`src/rtl/tlc_pkg.sv`:
```
// Shared types and helpers for the multi-phase traffic controller.
//   tlc_state_e : phase FSM state encoding
//   tlc_tw()    : timer width that holds the longest phase count
//   Lamp*       : lamp drive levels
package tlc_pkg;

   typedef enum logic [1:0] {
      StAllRed = 2'd0,
      StGreen  = 2'd1,
      StYellow = 2'd2,
      StFlash  = 2'd3
   } tlc_state_e;

   localparam logic LampOn  = 1'b1;
   localparam logic LampOff = 1'b0;

   function automatic int unsigned tlc_tw(input int unsigned t_green,
                                          input int unsigned t_min_green,
                                          input int unsigned t_yellow,
                                          input int unsigned t_allred,
                                          input int unsigned t_flash);
      int unsigned m;
      m = t_green;
      if (t_min_green > m) m = t_min_green;
      if (t_yellow > m) m = t_yellow;
      if (t_allred > m) m = t_allred;
      if (t_flash > m) m = t_flash;
      // The +1 bit also covers the 2*T_FLASH-1 flash wrap point.
      return $clog2(m) + 1;
   endfunction

endpackage

```
`src/rtl/tlc_phase_timer.sv`:
```
// Phase timer: counts cycles elapsed in the current phase.
//   clk_i, rst_ni : clock, async active-low reset
//   en_i          : advance enable; 0 holds the count
//   clear_i       : restart from 0 on the next enabled cycle
//   len_i         : current phase length
//   count_o       : cycles elapsed in phase
//   last_o        : count_o is the final cycle of the phase
module tlc_phase_timer #(
   parameter int unsigned TW = 7
) (
   input  logic          clk_i,
   input  logic          rst_ni,
   input  logic          en_i,
   input  logic          clear_i,
   input  logic [TW-1:0] len_i,
   output logic [TW-1:0] count_o,
   output logic          last_o
);

   logic [TW-1:0] count_d, count_q;

   always_comb begin
      count_d = count_q;
      if (en_i) begin
         count_d = clear_i ? '0 : count_q + 1'b1;
      end
   end

   always_ff @(posedge clk_i or negedge rst_ni) begin
      if (!rst_ni) begin
         count_q <= '0;
      end else begin
         count_q <= count_d;
      end
   end

   assign count_o = count_q;
   assign last_o  = (count_q == len_i - 1'b1);

endmodule

```
`src/rtl/tlc_multi_phase_ctrl.sv`:
```
// Multi-channel traffic-phase controller: GREEN -> YELLOW -> ALL-RED per channel,
// with demand calls cutting green short and a flashing-red fail-safe mode.
//   blif_clk_net, blif_reset_net : clock, async active-low reset
//   en_i       : advance enable (0 freezes everything)
//   call_i     : per-channel demand calls
//   flash_i    : request flashing-red mode
//   grn_o, ylw_o, red_o : lamp drives
//   ch_o       : channel currently served
//   timer_o    : cycles elapsed in current phase
//   cyc_done_o : pulse when the last channel finishes yellow
module tlc_multi_phase_ctrl
   import tlc_pkg::*;
#(
   parameter int unsigned NUM_CH      = 2,
   parameter int unsigned T_GREEN     = 40,
   parameter int unsigned T_MIN_GREEN = 8,
   parameter int unsigned T_YELLOW    = 6,
   parameter int unsigned T_ALLRED    = 3,
   parameter int unsigned T_FLASH     = 4,
   localparam int unsigned TW = tlc_tw(T_GREEN, T_MIN_GREEN, T_YELLOW, T_ALLRED, T_FLASH),
   localparam int unsigned CW = $clog2(NUM_CH)
) (
   input  logic              blif_clk_net,
   input  logic              blif_reset_net,
   input  logic              en_i,
   input  logic [NUM_CH-1:0] call_i,
   input  logic              flash_i,
   output logic [NUM_CH-1:0] grn_o,
   output logic [NUM_CH-1:0] ylw_o,
   output logic [NUM_CH-1:0] red_o,
   output logic [CW-1:0]     ch_o,
   output logic [TW-1:0]     timer_o,
   output logic              cyc_done_o
);

   localparam logic [TW-1:0] LenGreen    = TW'(T_GREEN);
   localparam logic [TW-1:0] LenYellow   = TW'(T_YELLOW);
   localparam logic [TW-1:0] LenAllRed   = TW'(T_ALLRED);
   localparam logic [TW-1:0] LenFlash    = TW'(2 * T_FLASH);
   localparam logic [TW-1:0] FlashHalf   = TW'(T_FLASH);
   localparam logic [TW-1:0] MinGreenM1  = TW'(T_MIN_GREEN - 1);
   localparam logic [CW-1:0] LastCh      = CW'(NUM_CH - 1);

   tlc_state_e        state_d, state_q;
   logic [CW-1:0]     ch_d, ch_q;
   logic [NUM_CH-1:0] pend_d, pend_q;
   logic              cyc_done_d, cyc_done_q;

   logic [NUM_CH-1:0] ch_oh;
   logic [NUM_CH-1:0] call_mask;
   logic              pend_other;
   logic [TW-1:0]     phase_len;
   logic [TW-1:0]     count;
   logic              last;
   logic              clear;

   assign ch_oh      = {{(NUM_CH-1){1'b0}}, 1'b1} << ch_q;
   assign pend_other = |(pend_q & ~ch_oh);

   always_comb begin
      phase_len = LenAllRed;
      unique case (state_q)
         StAllRed: phase_len = LenAllRed;
         StGreen:  phase_len = LenGreen;
         StYellow: phase_len = LenYellow;
         StFlash:  phase_len = LenFlash;
         default:  phase_len = LenAllRed;
      endcase
   end

   tlc_phase_timer #(
      .TW(TW)
   ) u_timer (
      .clk_i  (blif_clk_net),
      .rst_ni (blif_reset_net),
      .en_i   (en_i),
      .clear_i(clear),
      .len_i  (phase_len),
      .count_o(count),
      .last_o (last)
   );

   always_comb begin
      state_d    = state_q;
      ch_d       = ch_q;
      pend_d     = pend_q;
      cyc_done_d = cyc_done_q;
      clear      = 1'b0;
      call_mask  = call_i;
      if (state_q == StGreen) call_mask = call_i & ~ch_oh;
      if (en_i) begin
         cyc_done_d = 1'b0;
         if (state_q != StFlash) pend_d = pend_q | call_mask;
         unique case (state_q)
            StAllRed: begin
               if (last) begin
                  clear = 1'b1;
                  if (flash_i) begin
                     state_d = StFlash;
                  end else begin
                     state_d = StGreen;
                     // Entering green serves this channel's call.
                     pend_d  = pend_d & ~ch_oh;
                  end
               end
            end
            StGreen: begin
               if (last || flash_i || (pend_other && (count >= MinGreenM1))) begin
                  clear   = 1'b1;
                  state_d = StYellow;
               end
            end
            StYellow: begin
               if (last) begin
                  clear      = 1'b1;
                  state_d    = StAllRed;
                  cyc_done_d = (ch_q == LastCh);
                  ch_d       = (ch_q == LastCh) ? '0 : ch_q + 1'b1;
               end
            end
            StFlash: begin
               if (!flash_i) begin
                  clear   = 1'b1;
                  state_d = StAllRed;
                  ch_d    = '0;
               end else if (last) begin
                  clear = 1'b1;
               end
            end
            default: state_d = StAllRed;
         endcase
      end
   end

   always_ff @(posedge blif_clk_net or negedge blif_reset_net) begin
      if (!blif_reset_net) begin
         state_q    <= StAllRed;
         ch_q       <= '0;
         pend_q     <= '0;
         cyc_done_q <= 1'b0;
      end else begin
         state_q    <= state_d;
         ch_q       <= ch_d;
         pend_q     <= pend_d;
         cyc_done_q <= cyc_done_d;
      end
   end

   // Lamps decode straight from registered state, channel and timer.
   always_comb begin
      grn_o = {NUM_CH{LampOff}};
      ylw_o = {NUM_CH{LampOff}};
      red_o = {NUM_CH{LampOn}};
      unique case (state_q)
         StGreen: begin
            grn_o = ch_oh;
            red_o = ~ch_oh;
         end
         StYellow: begin
            ylw_o = ch_oh;
            red_o = ~ch_oh;
         end
         StFlash: red_o = (count < FlashHalf) ? {NUM_CH{LampOn}} : {NUM_CH{LampOff}};
         default: ;
      endcase
   end

   assign ch_o       = ch_q;
   assign timer_o    = count;
   assign cyc_done_o = cyc_done_q;

endmodule

```
`config.mk`:
```
export PLATFORM = sky130hd
export DESIGN_NAME = tlc_multi_phase_ctrl
export DESIGN_NICKNAME = d
export VERILOG_FILES = /design/src/rtl/tlc_pkg.sv /design/src/rtl/tlc_phase_timer.sv /design/src/rtl/tlc_multi_phase_ctrl.sv
export SDC_FILE = /design/constraint.sdc
export NUM_CORES = 1
export LEC_CHECK = 0
export BUFFER_PORTS_ARGS = -buffer_cell sky130_fd_sc_hd__buf_2
export CAP_MARGIN = 25
export CORE_ASPECT_RATIO = 0.5
export CORE_MARGIN = 2
export CORE_UTILIZATION = 35
export DETAILED_ROUTE_END_ITERATION = 8
export GPL_TIMING_DRIVEN = 0
export SETUP_SLACK_MARGIN = 0.5
export SYNTH_ARGS = -nofsm -noshare
export SYNTH_HDL_FRONTEND = slang
export SYNTH_SLANG_ARGS = --single-unit
```
`constraint.sdc`:
```
create_clock -name blif_clk_net -period 4.75 [get_ports blif_clk_net]
set_input_delay 0.95 -clock blif_clk_net [delete_from_list [all_inputs] [get_ports blif_clk_net]]
set_output_delay 0.95 -clock blif_clk_net [all_outputs]
set_load 0.005 [all_outputs]
```
; ---- Word level (Yosys, flattened, before mapping)
; Cells that the tools add are included.
[word_totals]
wordCells = 64
output_inout_bits = 15
reg_bits = 13
input_bits = 6
[op_classes]
shifts = 1
magnitude_cmp = 2
eq_ne = 9
muxes = 29
add_sub_neg = 3
n_reduce_logical = 10
bitwise = 5
[op_table]
columns = op, n
row1 = 2-to-1 mux 2 bit, 14
row2 = one-hot mux 7 bit (4 select lines), 1
row3 = 2-to-1 mux 1 bit, 9
row4 = "!= test 2 bit, second input constant", 4
row5 = one-hot mux 2 bit (4 select lines), 1
row6 = "adder 7 x 1 -> 7 bit, second input constant", 1
row7 = == test 7 bit, 1
row8 = "greater-or-equal comparator 7 x 3 -> 1 bit, second input constant", 1
row9 = "< comparator 7 x 3 -> 1 bit, second input constant", 1
row10 = 2-to-1 mux 7 bit, 1
row11 = "subtractor 7 x 1 -> 7 bit, second input constant", 1
row12 = bitwise AND 2 bit, 3
row13 = OR reduction 2 bit, 3
row14 = AND reduction 5 bit, 1
row15 = "== test 2 bit, second input constant", 2
row16 = one-hot mux 2 bit (2 select lines), 1
row17 = AND reduction 4 bit, 1
row18 = one-hot mux 1 bit (3 select lines), 1
row19 = "== test 2 x 1 -> 1 bit, second input constant", 1
row20 = zero test 2 bit, 1
row21 = logical OR 1 bit, 2
row22 = "!= test 2 x 1 -> 1 bit, second input constant", 1
row23 = inverter 2 bit, 1
row24 = bitwise OR 2 bit, 1
row25 = other kinds (5), 5

; ---- Longest topological paths before layout
; Gate-level depths: netlist (run 1).
[depth]
ltp_word = 11
mapped_depth = 8

; ---- Cells and area by module
; From an unflattened synthesis (run 1), not the netlist that was laid out.
[hier_totals]
hier_cells = 120
hier_area_um2 = 1054.8
[by_module_without_submodules]
columns = module, cells_per_inst, n_inst, area_each_um2
row1 = tlc_multi_phase_ctrl, 62, 1, 536.8
row2 = tlc_phase_timer, 58, 1, 518.0

; ---- Least setup slack after synthesis (run 1)
; OpenSTA, ideal clock, no wires.
[synth_timing]
path_kind = flip-flop to flip-flop
startpoint = reg state_q[0]
endpoint = reg ch_q (netlist: ch_o)
path_slack_ns = 2.668
arrival_ns = 1.956
t_required_ns = 4.624
stages_incl_launch_ff = 8
n_path_buf = 1
setup_ns = 0.126
path_cell_list = dfrtp_1 > inv_1 > ha_1 > buf_6 > or3b_4 > a211oi_4 > nand4_4 > a221o_1
[synth_via]
elab_chain_cells = 6
word_cells_on_any_way = 12
cone_classes = 1 x add/sub / 6 x eq/ne / 2 x mux / 3 x reduce/logical
[synth_lines]
columns = item, line
row1 = start: declaration, tlc_multi_phase_ctrl.sv:44  ; tlc_state_e state_d, state_q;
row2 = start signal: assignment, tlc_multi_phase_ctrl.sv:137  ; state_q <= StAllRed;
row3 = start signal: assignment, tlc_multi_phase_ctrl.sv:142  ; state_q <= state_d;
row4 = == test 2 bit (tied with other cells), tlc_multi_phase_ctrl.sv:62  ; unique case (state_q)
row5 = one-hot mux 7 bit (4 select lines) (*), tlc_multi_phase_ctrl.sv:62
row6 = via phase_len[0], tlc_multi_phase_ctrl.sv:52  ; logic [TW-1:0] phase_len;
row7 = subtractor 7 x 1 -> 7 bit (*), tlc_phase_timer.sv:38  ; assign last_o = (count_q == len_i - 1'b1);
row8 = == test 7 bit (*), tlc_phase_timer.sv:38
row9 = != test 2 bit (no line) (*), -
row10 = AND reduction 4 bit (no line) (*), -
row11 = end signal: assignment, tlc_multi_phase_ctrl.sv:143  ; ch_q <= ch_d;
row12 = end: declaration, tlc_multi_phase_ctrl.sv:45  ; logic [CW-1:0] ch_d, ch_q;
; The timed path passes the listed nets; every way through them passes the cells marked *. The select of a mux whose other input is x is not followed.
; A chain may end at the register's enable or synchronous reset.

; ---- Worst setup path after layout (run 1)
[layout_timing]
startpoint = reg u_timer.count_q[3] (netlist: u_timer.count_o[3])
endpoint = out red_o[0]
[layout_via]
elab_chain_cells = 3
[layout_lines]
columns = item, line
row1 = start: declaration, tlc_phase_timer.sv:20  ; logic [TW-1:0] count_d, count_q;
row2 = start signal: assignment, tlc_phase_timer.sv:33  ; count_q <= count_d;
row3 = < comparator 7 x 3 -> 1 bit, tlc_multi_phase_ctrl.sv:163  ; StFlash: red_o = (count < FlashHalf) ? {NUM_CH{LampOn}} : {NUM_CH{LampOff}};
row4 = 2-to-1 mux 2 bit, tlc_multi_phase_ctrl.sv:163
row5 = one-hot mux 2 bit (2 select lines), tlc_multi_phase_ctrl.sv:154  ; unique case (state_q)
row6 = end: declaration, tlc_multi_phase_ctrl.sv:30  ; output logic [NUM_CH-1:0] red_o,
; No other way between the ends.

==> results of run 1 <==
==> worst paths after layout <==
check / startpoint / slack [ns] / end
hold reg to reg: cyc_done_o / 0.52 / cyc_done_o
setup / recovery: u_timer.count_o[3] / 2.14 / red_o[0]
hold / removal: cyc_done_o / 0.52 / cyc_done_o
setup reg to reg: state_q[0] / 2.43 / u_timer.count_o[3]
min in group asynchronous: blif_reset_net / 0.59 / cyc_done_o
max in group asynchronous: blif_reset_net / 3.92 / u_timer.count_o[3]
==> power by group <==
part	internal, uW	switching, uW	total [uW]	leakage (uW)
logic	194	248	442	0.000349
registers	149	44.2	193	0.000160
clock network	59.4	42.6	102	0.0000228
==> flip-flops by register name, indices dropped and copies added, names as in the netlist <==
signal,cells
u_timer.count_o,7
pend_q,2
state_q,2
ch_o,1
cyc_done_o,1
==> cell usage after synthesis (2+ instances only) <==
master	instances
inv_1	9
dfrtp_1	13
o211ai_1	3
nor2_1	8
nand2b_1	4
ha_1	5
mux2i_1	4
o21ai_0	3
clkbuf_1	4
xnor2_1	3
nor2b_1	2
nand4_1	2
xor2_1	3
a31oi_1	3
nand3_1	5
nand2_1	10
a21oi_1	11
==> metal layers <==
metal  part of all wire  vias to the layer above  GRT usage
li1                   -                      439          -
met1               0.53                      411      0.181
met2               0.43                       15      0.254
met3              0.035                        2     0.0409
met4             0.0059                        0     0.0395
met5                  0                        -          0
==> critical path, delay by kind of cell, from the launching register on <==
kind	cells	cell delay [ns]
buffers and inverters	2	0.32
and+or+nand+nor	1	0.44
AOI/OAI and AO/OA	2	0.29
DFF	1	0.37
==> cell type report <==
class | instances | area [um2]
fillers | 270 | 1460
multi-input cells | 83 | 582
flip-flops and latches | 13 | 325
repair buffers | 19 | 95.1
well taps | 37 | 46.3
clock buffers | 4 | 45.0
plain buffers | 7 | 36.3
inverters | 9 | 33.8
==> cell families after synthesis <==
| group | Yosys count | share of synthesized area |
|---|---|---|
| and+or+nand+nor | 40 | 0.234 |
| xor gates and xnor gates | 6 | 0.0538 |
| AOI/OAI and AO/OA | 28 | 0.202 |
| muxes | 4 | 0.0410 |
| adders and majority gates | 5 | 0.0640 |
| DFF | 13 | 0.333 |
| buffers and inverters | 16 | 0.0717 |
==> metrics by stage <==
step	power, uW	instance area [um2]
floorplan	517	977
global placement	628	1120
detailed placement	637	1120
CTS	744	1160
global route	798	1160
finish	736	1160
==> results.yml, run 1 <==
outcome:
  status: "finished, final reports clean"
setup_path:
  critPathLaunchType: "flop"
  crit_path_max_fanout: 7
  cp_data_arrival_time_ns: 1.66
  path_cells: "clkbuf_1, nor4_1, a31oi_1, o21ai_0, buf_2"
  worstSetupPathType: "reg -> out"
  r2r_cells: 8
  slowest_delay_ns: 0.44
  end_kind: "primary output"
  slowest_stage: "nor4_1"
  cp.required_ns: 3.80
detailed_routing:
  vias: 867
  route.detailed.drc: 0
  wl_um: 2220
  postRouteAntennaNets: 0
  wl_per_cell_um: 12.9
  viasPerCell: 5.04
  drtIter0Drc: 44
  drt-pass1-iter-count: 4
floorplan:
  fp.coreArea_um2: 2620
  fp.dieH_um: 41.4
  initial_core_util: 0.373
  ioPinCount: 21
  rows: 13
  fp.dieArea_um2: 3260
  die_x_um: 78.7
clock_tree:
  clock-root-buffer: "clkbuf_8"
  cts_repair_resize_count: 0
  cts_tree: "yes"
  cts_buffer_depth: 2
  clk_pin_slew_ns: 0.06
  clk_latency_ns: 0.25
  cts.hold.buffers_added: 0
  cts_buffers: 3
  cts_setup_buffers: 0
  h-tree-depth: 1
  clock-sinks: 13
finish:
  finalCoreUtilization: 0.444
  area_growth_pct: 19.1
  layout_common_cells: "buf_2 (20), dfrtp_1 (13), a21oi_1 (11)"
  nets: 147
  drive_above_1_share: 0.222
  num_antenna_cells: 0
  instances_no_fill: 172
  final_common_cell: "buf_2"
grt:
  antenna_found_initial: 0
  track_usage: 0.144
  grt_max_degree: 14
  grt_pass1_wl_um: 3400
  globalRoute.totalOverflow: 0
  grt_pass1_vias: 740
timing:
  skew_ns: 0.00335
  setup_viol_count_final: 0
  min_period_ns: 2.61
  min_period_over_period: 0.549
  rsz0062_at_grt: "no"
  setup_tns_ns: 0
  worst-slew-pin-transition_ns: 0.456
  holdWs_ns: 0.525
  relSlewSlack: 0.696
  timing.final.ws_setup_ns: 2.14
  final_max_slew_viol_count: 0
  timing.fmax_mhz: 384
  timing_hold_violations_final: 0
worst_hold_path:
  hold_path.class: "reg -> reg"
  min_delay_path_depth: 2
logic_synthesis:
  synth-seq-cells: 13
  synth.distinct_cells: 37
  synth_cells: 112
  synth_top_area_share: 0.333
  avgSynthCellArea_um2: 8.72
  yosysWarnings: 0
  synth_nets: 123
  syn_area_um2: 977
  synthFlopType: "dfrtp_1"
  seq_area_frac_synth: 0.333
  async_flop_share: 1.00
  netlist_top_cells_area: "dfrtp_1 (33%), ha_1 (6.4%), a21oi_1 (5.6%)"
  synth_largest_area_cell: "dfrtp_1"
  synth_edf_count: 0
place:
  hpwlAfterDp_um: 1630
  dp_cells: 168
  pre_cts_ws_ns: 2.41
  portBuffers: 19
  gp_congestion: 0.776
job:
  drv_cap: 0
pwr:
  power_density_nw_per_um2: 633
  leakagePower_uw: 0.000532
  ir_drop_mv: 0.238
Note: power is estimated with default switching activity, not from simulation.
==> run 2: changes to the inputs <==
ABC_AREA = 1   (was unset)
clock period = 2.31 ns   (was 4.75 ns; I/O delays follow)
==> run 2 against run 1 <==
  * Register-to-register slack got worse by 2.0 ns
  * Critical path depth rose by 7
  * First-iteration DRC count did not move
  * Sequential cell count did not move
  * Synthesized cell count rose by 16%
  * Total power rose by 120%
  * Die area fell by 3.0%
  * Combinational power rose by 140%
  * Core utilization rose by 6.4 points
  * Largest cell class unchanged
==> results.yml, run 2 <==
outcome:
  status: "finished, final reports clean"
logic_synthesis:
  synth_edf_count: 0
  ys_top_cells_by_count: "nand2_1 (30), inv_1 (17), dfrtp_1 (13)"
  synthFlopType: "dfrtp_1"
  synth_cells: 130
  avgSynthCellArea_um2: 7.28
  synth_nets: 141
  netlist_top_cells_area: "dfrtp_1 (34%), nand2_1 (12%), inv_1 (6.7%)"
  synth.distinct_cells: 26
  synth_top_area_share: 0.344
  seq_area_frac_synth: 0.344
  async_flop_share: 1.00
  synth.most_common_cell: "nand2_1"
  syn_area_um2: 946
  synth-seq-cells: 13
  yosysWarnings: 0
  synth_largest_area_cell: "dfrtp_1"
floorplan:
  die_x_um: 77.5
  rows: 13
  fp.dieH_um: 40.8
  ioPinCount: 21
  fp.dieArea_um2: 3160
  fp.coreArea_um2: 2590
  initial_core_util: 0.366
setup_path:
  worstSetupPathType: "reg -> reg"
  critPathLaunchType: "flop"
  worst-path-stages: 12
  path_cells: "inv_4, ha_4, inv_4, nand2_2, nand3_2, nor2_2, nand2_2, nor2_4, inv_2, a21oi_4, buf_4, a21oi_2"
  cp_data_arrival_time_ns: 2.05
  r2r_setup_slack_ns: 0.39
  r2r-start: "state_q[1]"
  cp.required_ns: 2.44
  crit_path_max_fanout: 7
  critPathTopFamily: "flip-flops"
  r2r_cells: 12
  r2r-end: "u_timer.count_o[6]"
  slowest_stage: "dfrtp_2"
  crit_path_end: "u_timer.count_o[6]"
  crit_buf_inv: 4
  cp-startpoint: "state_q[1]"
  slowest_delay_ns: 0.47
  end_kind: "flop"
place:
  portBuffers: 20
  gp_congestion: 0.833
  dp_cells: 187
  dpl_cell_area_um2: 1090
  hpwlAfterDp_um: 1720
grt:
  globalRoute.totalOverflow: 0
  grt_pass1_wl_um: 3900
  antenna_found_initial: 0
  grt_max_degree: 14
  grt_pass1_vias: 824
  track_usage: 0.171
detailed_routing:
  viasPerCell: 4.84
  postRouteAntennaNets: 0
  drtIter0Drc: 44
  vias: 964
  route.detailed.drc: 0
  wl_um: 2450
  drt-pass1-iter-count: 4
  wl_per_cell_um: 12.3
timing:
  min_period_ns: 1.92
  setup_tns_ns: 0
  setup_viol_count_final: 0
  timing_hold_violations_final: 0
  holdWs_ns: 0.0997
  relSlewSlack: 0.764
  rsz0062_at_grt: "yes"
  timing.fmax_mhz: 522
  final_max_slew_viol_count: 0
  skew_ns: 0.00363
  worst-slew-pin-transition_ns: 0.353
  min_period_over_period: 0.830
worst_hold_path:
  hold_path.class: "in -> async"
clock_tree:
  clock-root-buffer: "clkbuf_8"
  cts_buffers: 3
  h-tree-depth: 1
  clock-sinks: 13
  cts_tree: "yes"
  cts.hold.buffers_added: 0
  clk_pin_slew_ns: 0.06
  cts_buffer_depth: 2
  clk_latency_ns: 0.25
finish:
  area_growth_pct: 38.9
  nets: 174
  multi_input_area_um2: 646
  num_antenna_cells: 0
  largest_register_ffs: 7
  final_common_cell: "nand2_1"
  n_fill_cell: 264
  layout.area.seq_um2: 328
  layout_common_cells: "nand2_1 (27), buf_2 (20), inv_1 (13)"
  final_cell_area_um2: 1310
  drive_above_1_share: 0.389
  instances_no_fill: 199
pwr:
  power_density_nw_per_um2: 1250
  ir_drop_mv: 0.384
  leakagePower_uw: 0.000640
  p_total_uw: 1640
job:
  drv_cap: 0
==> run 2: cell types whose count changed in the layout (fill, tap and decap cells not counted), moves of 5 or more <==
| cell | previous run | this run |
|---|---|---|
| a21oi_1 | 11 | 4 |
| nand2_2 | 0 | 7 |
| nand2_1 | 10 | 27 |
| o21ai_1 | 1 | 6 |
| buf_4 | 0 | 7 |
==> run 2: worst register-to-register path, stage by stage, from the launching register on <==
cell and delay (ns):
dfrtp_2 0.47, inv_4 0.10, ha_4 0.20, inv_4 0.07, nand2_2 0.06, nand3_2 0.07, nor2_2 0.11, nand2_2 0.09
nor2_4 0.14, inv_2 0.07, a21oi_4 0.23, buf_4 0.16, a21oi_2 0.05
==> run 2: timing repair <==
| item | CTS | global route |
|---|---|---|
| pin swaps | 8 | 7 |
| buffers inserted | 5 | 3 |
| endpoints found under the setup margin | 16 | 16 |
| resized for setup | 26 | 5 |
==> run 2: layer usage <==
layer,track usage,vias to the layer above,routed length [um]
met5,0,-,0
li1,-,490,-
met2,0.296,29,1070
met4,0.0536,0,28
met3,0.0485,4,142
met1,0.218,441,1210
==> run 2: worst min path at each step <==
stage	startpoint	end	slack, ns	depth (start not counted)
global route	blif_reset_net	u_timer.count_o[1]	0.12	1
finish	blif_reset_net	u_timer.count_o[1]	0.1	1
floorplan	blif_reset_net	ch_o	0.17	0
detailed placement	blif_reset_net	u_timer.count_o[1]	0.38	1
CTS	blif_reset_net	u_timer.count_o[1]	0.11	1
global placement	blif_reset_net	u_timer.count_o[1]	0.37	1
==> run 2: area by class of cell <==
| cell class | count | share of cell area |
|---|---|---|
| Buffer | 1 | 0.00381 |
| Clock buffer | 4 | 0.0343 |
| Inverter | 20 | 0.0610 |
| Multi-Input combinational cell | 96 | 0.491 |
| Sequential cell | 13 | 0.250 |
| Tap cell | 37 | 0.0352 |
| Timing Repair Buffer | 28 | 0.125 |
==> run 2: power by group <==
group / total (uW) / internal [uW] / leakage (uW) / switching [uW]
clock: 210 / 122 / 0.0000228 / 87.5
combinational: 1040 / 443 / 0.000457 / 595
sequential: 397 / 291 / 0.000161 / 106
total: 1640 / 856 / 0.000640 / 788
==> run 2: through the flow <==
| stage | setup WS (ns) | utilization |
|---|---|---|
| global placement | 0.319 | 0.422 |
| detailed placement | 0.272 | 0.422 |
| finish | 0.393 | 0.508 |
| global route | 0.294 | 0.508 |
| CTS | 0.442 | 0.490 |
| floorplan | 0.603 | - |
==> run 2: cells by family (layout without fill, tap and decap cells) <==
family | count (synthesis) | in the layout | share of synthesized area
compound gates | 24 | 24 | 0.157
flops | 13 | 13 | 0.344
fa+ha+maj | 5 | 5 | 0.0661
xor+xnor | 6 | 6 | 0.0556
buf+inv | 21 | 53 | 0.0846
simple gates | 61 | 61 | 0.292
==> run 3: changes to the inputs <==
ABC_AREA = 0   (was 1)
clock period = 1.7 ns   (was 2.31 ns; I/O delays follow)
==> run 3 against run 2 <==
  * Total power up 53%
  * Largest power group unchanged
  * Combinational power increased by 62%
  * The flow now finishes with violations (negative setup slack)
  * Sequential cell count unchanged
  * Core utilization increased by 1.1 points
  * Highest routed layer is now met3
  * Clock power up 34%
  * Clock skew shrank 0.0030 ns
  * Register-to-register slack got worse by 0.93 ns
==> results.yml, run 3 (synthesis results as in run 1) <==
timing:
  min_period_over_period: 1.32
  timing_hold_violations_final: 0
  final_max_slew_viol_count: 0
  timing.fmax_mhz: 447
  holdWs_ns: 0.382
  rsz0062_at_grt: "yes"
  setup_viol_count_final: 17
  min_period_ns: 2.24
  relSlewSlack: 0.605
  skew_ns: 0.000578
  timing.final.ws_setup_ns: -0.538
  worst-slew-pin-transition_ns: 0.592
floorplan:
  fp.coreArea_um2: 2620
  fp.dieH_um: 41.4
  fp.dieArea_um2: 3260
  initial_core_util: 0.373
  rows: 13
  ioPinCount: 21
  die_x_um: 78.7
grt:
  grt_max_degree: 14
  grt_pass1_vias: 837
  track_usage: 0.160
  globalRoute.totalOverflow: 0
  antenna_found_initial: 0
  grt_pass1_wl_um: 3840
detailed_routing:
  vias: 923
  postRouteAntennaNets: 0
  drtIter0Drc: 96
  route.detailed.drc: 0
  drt-pass1-iter-count: 4
  wl_um: 2470
  wl_per_cell_um: 13.4
  viasPerCell: 5.02
finish:
  num_antenna_cells: 0
  final_common_cell: "buf_2"
  area_growth_pct: 39.2
  drive_above_1_share: 0.415
  nets: 159
  largest_register_ffs: 7
  layout_common_cells: "buf_2 (19), dfrtp_1 (13), nand2_1 (10)"
worst_hold_path:
  hold_path.class: "in -> reg"
clock_tree:
  cts_tree: "yes"
  clock-root-buffer: "clkbuf_8"
  cts_buffers: 3
  clock-sinks: 13
  cts_buffer_depth: 2
  clk_pin_slew_ns: 0.06
  clk_latency_ns: 0.24
  h-tree-depth: 1
setup_path:
  worstSetupPathType: "reg -> reg"
  cp.required_ns: 1.81
  cp_data_arrival_time_ns: 2.35
  crit_path_max_fanout: 8
  end_kind: "flop"
  critPathLaunchType: "flop"
place:
  portBuffers: 19
  hpwlAfterDp_um: 1680
  pre_cts_ws_ns: -0.546
  gp_congestion: 0.834
outcome:
  violations: "negative setup slack"
  status: "finished, violations left"
pwr:
  power_density_nw_per_um2: 1850
  leakagePower_uw: 0.000605
  p_total_uw: 2510
  ir_drop_mv: 0.785
job:
  drv_cap: 0
-- run 3: changes by cell type in the layout (fill, tap and decap cells not counted), sizes merged, moves of 3 or more --
cell    change
a21oi       +3
nor2        -6
inv        -10
buf         +5
o21ai       -5
mux2i       +4
nand2      -24
o211ai      +3
nand2b      +4
nand3       -4
-- run 3: worst paths after layout --
kind,from,endpoint,slack [ns],cells past startpoint
setup / recovery,state_q[0],u_timer.count_o[5],-0.54,9
max in group asynchronous,blif_reset_net,u_timer.count_o[0],0.94,2
setup reg to reg,state_q[0],u_timer.count_o[5],-0.54,9
min in group asynchronous,blif_reset_net,ch_o,0.52,2
hold / removal,call_i[0],pend_q[0],0.38,3
hold reg to reg,cyc_done_o,cyc_done_o,0.52,2
-- run 3: what timing repair did --
item	in CTS	in global routing
setup buffers	7	4
pin swaps	8	5
endpoints found under the hold margin	13	0
gates resized for setup	1	13
setup endpoints to repair	22	24
hold buffers	1	0
-- run 3: final cells by class --
cell class                      instances  area (um2)
Buffer                                  7        53.8
Clock buffer                            3        41.3
Clock inverter                          1        5.00
Fill cell                             244        1260
Inverter                                9        33.8
Multi-Input combinational cell         83         659
Sequential cell                        13         325
Tap cell                               37        46.3
Timing Repair Buffer                   31         195
-- run 3: report_power, final --
group	internal (uW)	switching [uW]
clock network	162	119
registers	416	134
logic	833	849
total	1410	1100
-- run 3: critical path: stages (launching register included) --
cell and delay, ns:
dfrtp_1 0.39, inv_2 0.08, ha_4 0.15, buf_6 0.12, or4_4 0.51, o211ai_1 0.15
nand4_4 0.22, a22oi_4 0.27, buf_6 0.15, a21oi_2 0.05
-- run 3: per-stage QoR --
step           cells  utilization  instance area, um2  setup TNS [ns]
2_1_floorplan    112            -                1020           -3.78
3_3_place_gp     168        0.444                1160           -5.76
3_5_place_dp     168        0.444                1160           -6.06
4_1_cts          180        0.487                1280           -6.32
5_1_grt          184        0.519                1360           -8.59
6_report         184        0.519                1360           -6.62
-- run 3: metal layers --
metal	track usage	vias up	part of all wire
met5	0	-	0
met4	0.0263	0	0
met3	0.0388	0	0.039
met2	0.295	21	0.49
met1	0.204	440	0.47
li1	-	462	-
